===== config.mk =====
export PLATFORM = sky130hd
export DESIGN_NAME = uart_transmitter_flat
export DESIGN_NICKNAME = d
export VERILOG_FILES = /design/src/rtl/uart_pkg.sv /design/src/rtl/uart_transmitter_if.sv /design/src/rtl/uart_transmitter.sv /design/src/flat_wrapper.sv
export SDC_FILE = /design/constraint.sdc
export NUM_CORES = 1
export LEC_CHECK = 0
export BUFFER_PORTS_ARGS = -buffer_cell sky130_fd_sc_hd__buf_4
export CORE_UTILIZATION = 45
export CTS_BUF_LIST = sky130_fd_sc_hd__clkbuf_8
export DETAILED_ROUTE_END_ITERATION = 8
export PLACE_DENSITY = 0.76
export SLEW_MARGIN = 15
export SYNTH_ARGS = -nofsm -noshare
export SYNTH_HDL_FRONTEND = slang
export SYNTH_SLANG_ARGS = --single-unit
export TNS_END_PERCENT = 10

===== constraint.sdc =====
create_clock -name i_clk -period 4.15 [get_ports i_clk]
set_clock_uncertainty 0.1 [all_clocks]
set_input_delay 0.6225 -clock i_clk [delete_from_list [all_inputs] [get_ports i_clk]]
set_output_delay 0.6225 -clock i_clk [all_outputs]
set_load 0.1 [all_outputs]

===== src/rtl/uart_pkg.sv =====
// Shared UART definitions: frame FSM states and default frame geometry.
// Used by both the transmitter and the receiver.
package uart_pkg;

    localparam int unsigned SIZE_DATA_DEF   = 8;
    localparam int unsigned OVER_SAMPLE_DEF = 16;

    typedef enum logic [1:0] {
        StIdle,
        StStart,
        StData,
        StStop
    } uart_state_e;

endpackage


===== src/rtl/uart_transmitter_if.sv =====
// Transmitter handshake bundle: baud tick, show-ahead FIFO head/pop, serial line and status.
interface uart_transmitter_if
    import uart_pkg::*;
#(
    parameter int unsigned SIZE_DATA = SIZE_DATA_DEF
);

    logic                 i_stick;
    logic                 i_tx_en;
    logic                 i_fifo_empty;
    logic [SIZE_DATA-1:0] i_tx_data;
    logic                 o_tx_rd;
    logic                 o_tx_serial;
    logic                 o_tx_busy;
    logic                 o_tx_done;

    modport master (
        output i_stick,
        output i_tx_en,
        output i_fifo_empty,
        output i_tx_data,
        input  o_tx_rd,
        input  o_tx_serial,
        input  o_tx_busy,
        input  o_tx_done
    );

    modport slave (
        input  i_stick,
        input  i_tx_en,
        input  i_fifo_empty,
        input  i_tx_data,
        output o_tx_rd,
        output o_tx_serial,
        output o_tx_busy,
        output o_tx_done
    );

endinterface


===== src/rtl/uart_transmitter.sv =====
// UART transmitter: pops a word from a show-ahead FIFO and sends start, LSB-first data and
// stop bits, each bit lasting OVER_SAMPLE baud ticks.
module uart_transmitter
    import uart_pkg::*;
#(
    parameter int unsigned SIZE_DATA   = SIZE_DATA_DEF,
    parameter int unsigned OVER_SAMPLE = OVER_SAMPLE_DEF
) (
    input logic               i_clk,
    input logic               i_rst,
    uart_transmitter_if.slave tx_if
);

    localparam int unsigned TickW = (OVER_SAMPLE > 1) ? $clog2(OVER_SAMPLE) : 1;
    localparam int unsigned BitW  = (SIZE_DATA > 1) ? $clog2(SIZE_DATA) : 1;

    uart_state_e          state_q, state_d;
    logic [TickW-1:0]     tick_q, tick_d;
    logic [BitW-1:0]      bit_q, bit_d;
    logic [SIZE_DATA-1:0] shift_q, shift_d;
    logic                 serial_q, serial_d;
    logic                 done_q, done_d;
    logic                 busy;

    logic load;
    logic tick_end;
    logic last_bit;

    // Reset also gates the pop so an aborted or held-off block never consumes a FIFO word.
    assign load     = (state_q == StIdle) && tx_if.i_tx_en && !tx_if.i_fifo_empty && !i_rst;
    assign tick_end = tx_if.i_stick && (tick_q == TickW'(OVER_SAMPLE - 1));
    assign last_bit = (bit_q == BitW'(SIZE_DATA - 1));

    always_ff @(posedge i_clk) begin
        if (i_rst) begin
            state_q <= StIdle;
        end else begin
            state_q <= state_d;
        end
    end

    always_comb begin
        state_d = state_q;
        unique case (state_q)
            StIdle:  if (load) state_d = StStart;
            StStart: if (tick_end) state_d = StData;
            StData:  if (tick_end && last_bit) state_d = StStop;
            StStop:  if (tick_end) state_d = StIdle;
            default: state_d = StIdle;
        endcase
    end

    always_comb begin
        tick_d  = tick_q;
        bit_d   = bit_q;
        shift_d = shift_q;
        unique case (state_q)
            StIdle: begin
                if (load) begin
                    tick_d  = '0;
                    bit_d   = '0;
                    shift_d = tx_if.i_tx_data;
                end
            end
            StStart, StStop: begin
                if (tick_end) begin
                    tick_d = '0;
                    bit_d  = '0;
                end else if (tx_if.i_stick) begin
                    tick_d = tick_q + 1'b1;
                end
            end
            StData: begin
                if (tick_end) begin
                    tick_d  = '0;
                    shift_d = shift_q >> 1;
                    // Clear rather than wrap when leaving DATA.
                    bit_d   = last_bit ? '0 : bit_q + 1'b1;
                end else if (tx_if.i_stick) begin
                    tick_d = tick_q + 1'b1;
                end
            end
            default: begin
                tick_d = '0;
                bit_d  = '0;
            end
        endcase
    end

    // Line level is registered from the next state so it changes on the same edge as the state.
    always_comb begin
        serial_d = 1'b1;
        case (state_d)
            StStart: serial_d = 1'b0;
            StData:  serial_d = shift_d[0];
            default: serial_d = 1'b1;
        endcase
        done_d = (state_q == StStop) && tick_end;
        busy   = (state_q != StIdle);
    end

    always_ff @(posedge i_clk) begin
        if (i_rst) begin
            tick_q   <= '0;
            bit_q    <= '0;
            shift_q  <= '0;
            serial_q <= 1'b1;
            done_q   <= 1'b0;
        end else begin
            tick_q   <= tick_d;
            bit_q    <= bit_d;
            shift_q  <= shift_d;
            serial_q <= serial_d;
            done_q   <= done_d;
        end
    end

    assign tx_if.o_tx_rd     = load;
    assign tx_if.o_tx_serial = serial_q;
    assign tx_if.o_tx_busy   = busy;
    assign tx_if.o_tx_done   = done_q;

endmodule


===== src/flat_wrapper.sv =====
// flat-port wrapper written by rule: the top's interface ports become plain ports
module uart_transmitter_flat import uart_pkg::*;
#(
    parameter int unsigned SIZE_DATA   = SIZE_DATA_DEF,
    parameter int unsigned OVER_SAMPLE = OVER_SAMPLE_DEF
)
  (i_clk, i_rst, tx_if_i_stick, tx_if_i_tx_en, tx_if_i_fifo_empty, tx_if_i_tx_data, tx_if_o_tx_rd, tx_if_o_tx_serial, tx_if_o_tx_busy, tx_if_o_tx_done);
  uart_transmitter_if #(.SIZE_DATA(SIZE_DATA)) tx_if_i ();
  input logic i_clk;
  input logic i_rst;
  input wire logic [$bits(tx_if_i.i_stick)-1:0] tx_if_i_stick;
  input wire logic [$bits(tx_if_i.i_tx_en)-1:0] tx_if_i_tx_en;
  input wire logic [$bits(tx_if_i.i_fifo_empty)-1:0] tx_if_i_fifo_empty;
  input wire logic [$bits(tx_if_i.i_tx_data)-1:0] tx_if_i_tx_data;
  output wire logic [$bits(tx_if_i.o_tx_rd)-1:0] tx_if_o_tx_rd;
  output wire logic [$bits(tx_if_i.o_tx_serial)-1:0] tx_if_o_tx_serial;
  output wire logic [$bits(tx_if_i.o_tx_busy)-1:0] tx_if_o_tx_busy;
  output wire logic [$bits(tx_if_i.o_tx_done)-1:0] tx_if_o_tx_done;
  assign tx_if_i.i_stick = tx_if_i_stick;
  assign tx_if_i.i_tx_en = tx_if_i_tx_en;
  assign tx_if_i.i_fifo_empty = tx_if_i_fifo_empty;
  assign tx_if_i.i_tx_data = tx_if_i_tx_data;
  assign tx_if_o_tx_rd = tx_if_i.o_tx_rd;
  assign tx_if_o_tx_serial = tx_if_i.o_tx_serial;
  assign tx_if_o_tx_busy = tx_if_i.o_tx_busy;
  assign tx_if_o_tx_done = tx_if_i.o_tx_done;
  uart_transmitter #(.SIZE_DATA(SIZE_DATA), .OVER_SAMPLE(OVER_SAMPLE)) u_core (.i_clk(i_clk), .i_rst(i_rst), .tx_if(tx_if_i));
endmodule

==> results.json <==
{
  "synth_fp_nets": 113,
  "startpoint_type": "primary input",
  "cp-end-kind": "output port",
  "cts_htree_levels": 1,
  "cts_hold_buf": 0,
  "stdcell_count": 139,
  "worstPathArrival_ps": 1810,
  "grt-ovfl-total": 0,
  "reg2reg_depth": 5,
  "dp_cells": 135,
  "drt_first_iter_violations": 31,
  "synth-xor-area-share_pct": 2.04,
  "reg2reg_slack_ps": 2240,
  "top_layer": "met4",
  "cap_violations": 0,
  "core_um2": 1760,
  "seqPwrFrac_pct": 52.5,
  "io_pins": 17,
  "tightestPinTransition_ps": 441,
  "crit_path_max_fanout": 19,
  "hp-class": "flop to flop",
  "synthArstFlopShare_pct": 0,
  "route.met3.wl_um": 98,
  "final_nets": 131,
  "synthAdderAreaFrac_pct": 4.37,
  "placement.io_buffers": 16,
  "root_buffer": "clkbuf_8",
  "slew_headroom_pct": 70.5,
  "ys_ff_latch": 19,
  "die_h_um": 45.7,
  "crit_required_ps": 3430,
  "min_delay_path_depth": 2,
  "postCtsResizedCells": 0,
  "grt_pass1_vias": 690,
  "insertion_delay_ps": 260,
  "sw_frac_of_total_pct": 25.5,
  "worstHoldEndpoint": "u_core.bit_q[1]$_SDFFE_PP0P_",
  "vias": 776,
  "ys_top_cells_by_area": "dfxtp_1, a21oi_1, nand3_1",
  "die_w_um": 45.7,
  "synth_warnings": 0,
  "finalCritPeriodShare_pct": 61.0,
  "synth_seq_area_share_pct": 44.3,
  "tns_ps": 0,
  "synthesis.area_um2": 858,
  "cts_tree": "done",
  "ir_drop_v": 0.000222,
  "synth_edf_count": 0,
  "wl_met2_um": 829,
  "yosysUniqueCellTypes": 31,
  "status": "finished clean",
  "track_usage_pct": 19.9,
  "synthTopCellsByCount": "dfxtp_1, a21oi_1, nand3_1",
  "p_int_uw": 268,
  "start_util_pct": 48.7,
  "hpwl_um": 1250,
  "reg2reg_from": "u_core.tick_q[0]$_SDFFE_PP0P_",
  "p_switching_uw": 91.7,
  "final_antenna_net_count": 0,
  "rsz0062_at_grt": "no",
  "grt_max_degree": 20,
  "drive_above_1_share_pct": 21.9,
  "final.min_clock_period_ps": 2530,
  "met1_length_um": 858,
  "yosys.area_share.simple_pct": 24.9,
  "num_rows": 15,
  "clkPwrFrac_pct": 36.3,
  "via_per_inst": 5.58,
  "wl_per_cell_um": 12.9,
  "hold_viol": 0,
  "numCtsBuffers": 3,
  "final-setup-viol-count": 0,
  "power.total_uw": 360,
  "grt_pass1_wl_um": 2960,
  "avgSynthCellArea_um2": 8.85,
  "synth_top_family_by_area": "simple AND/OR/NAND/NOR gates",
  "die_area_um2": 2090,
  "worstReg2RegEnd": "u_core.bit_q[0]$_SDFFE_PP0P_",
  "drc": 0,
  "synth_top_area_share_pct": 44.3,
  "slew_viol_final": 0,
  "cts_setup_buffers": 0,
  "drt_pass1_iterations": 4,
  "antenna_found_initial": 0,
  "synthCells": 97,
  "gp_congestion": 0.775,
  "syn_to_final_growth_pct": 21.6,
  "synth_area_leader_cell": "dfxtp_1",
  "powerDensity_nw_per_um2": 345,
  "synth_mux_area_share_pct": 0,
  "num_antenna_cells": 0,
  "critPathKind": "primary input to output port",
  "clockBufferDepth": 2,
  "p_comb_share_pct": 11.2,
  "fmax_ghz": 0.395,
  "routed_wl_um": 1800,
  "synth_most_common_cell": "dfxtp_1",
  "clk_pin_slew_ps": 70,
  "cts.sinks": 19,
  "hp-start": "u_core.bit_q[1]$_SDFFE_PP0P_",
  "power.leakage_uw": 0.000394,
  "synthFlopType": "dfxtp_1",
  "synth_compound_area_share_pct": 21.6
}
## metal layers
metal	GRT usage, %	vias up
li1	-	396
met1	25.1	357
met2	30.3	21
met3	7.94	2
met4	7.27	0
met5	0	-
## final cells by class
class | instances | area, um2
Clock buffer | 3 | 41.3
Clock inverter | 1 | 5.00
Fill cell | 172 | 721
Inverter | 3 | 11.3
Multi-Input combinational cell | 72 | 454
Sequential cell | 19 | 380
Tap cell | 25 | 31.3
Timing Repair Buffer | 16 | 120
## cells by family (layout without fill, tap and decap cells)
| family | Yosys count | in the layout |
|---|---|---|
| AO/OA/AOI/OAI | 29 | 29 |
| XOR/XNOR | 2 | 2 |
| adder cells (fa/ha/maj) | 3 | 3 |
| buffers and inverters | 6 | 23 |
| flip-flops | 19 | 19 |
| AND/OR/NAND/NOR | 38 | 38 |
## power by group through the flow
stage / clock (uW) / sequential [uW] / combinational [uW]
after floorplan: 0 / 196 / 21.3
after global placement: 0 / 193 / 39.4
after detailed placement: 0 / 193 / 40.0
after CTS: 134 / 189 / 40.2
after global routing: 144 / 189 / 43.2
final: 131 / 189 / 40.3
## through the flow
| stage | hold WS [ps] | area (um2) | setup slack (ps) | util, % |
|---|---|---|---|---|
| 6_report | 364 | 1040 | 1620 | 59.1 |
| 5_1_grt | 392 | 1040 | 1510 | 59.1 |
| 4_1_cts | 366 | 1040 | 1630 | 59.1 |
| 3_5_place_dp | 355 | 997 | 1630 | 56.5 |
| 3_3_place_gp | 346 | 997 | 1670 | 56.5 |
| 2_1_floorplan | 336 | 858 | 1760 | - |
## worst max-delay path: stages
cell,delay (ps)
buf_4,180
nor4_4,270
nand2_2,220
inv_2,190
buf_4,320
## worst max-delay path by stage
stage	end	start	slack (ps)	depth (start not counted)
6_report	tx_if_o_tx_rd	i_rst	1620	5
5_1_grt	tx_if_o_tx_rd	u_core.state_q[1]$_SDFF_PP0_	1510	4
4_1_cts	tx_if_o_tx_rd	i_rst	1630	5
3_5_place_dp	tx_if_o_tx_rd	i_rst	1630	5
3_3_place_gp	tx_if_o_tx_rd	i_rst	1670	5
2_1_floorplan	tx_if_o_tx_rd	i_rst	1760	4
## state kept, by name (all words and copies together) (netlist names)
register	cells
u_core.shift_q	8
u_core.bit_q	3
u_core.tx_if.o_tx_done	1
u_core.tick_q	4
u_core.tx_if.o_tx_serial	1
u_core.state_q	2
## cell usage in the layout (no fill, tap or decap)
cell type / synthesis / layout
or2_2: 1 / 1
or2b_1: 1 / 1
a22oi_2: 1 / 1
nor2_1: 4 / 4
nor2b_1: 1 / 1
a31oi_1: 1 / 1
ha_1: 3 / 3
nand3b_1: 2 / 2
nand3_1: 12 / 12
a21boi_0: 1 / 1
o21ai_0: 2 / 2
inv_2: 1 / 1
or3_1: 1 / 1
nand4_1: 1 / 1
dfxtp_1: 19 / 19
inv_1: 2 / 2
nor3_1: 2 / 2
clkbuf_8: 0 / 3
o21bai_1: 1 / 1
or4_1: 1 / 1
nor3b_1: 1 / 1
buf_4: 0 / 16
a22oi_1: 6 / 6
nand2_2: 1 / 1
nor4_4: 1 / 1
a221oi_1: 2 / 2
a21oi_1: 14 / 14
a32oi_1: 1 / 1
xor2_1: 2 / 2
clkinv_2: 0 / 1
and4_1: 1 / 1
nand2_1: 8 / 8
Power figures use the tool's default switching activity.
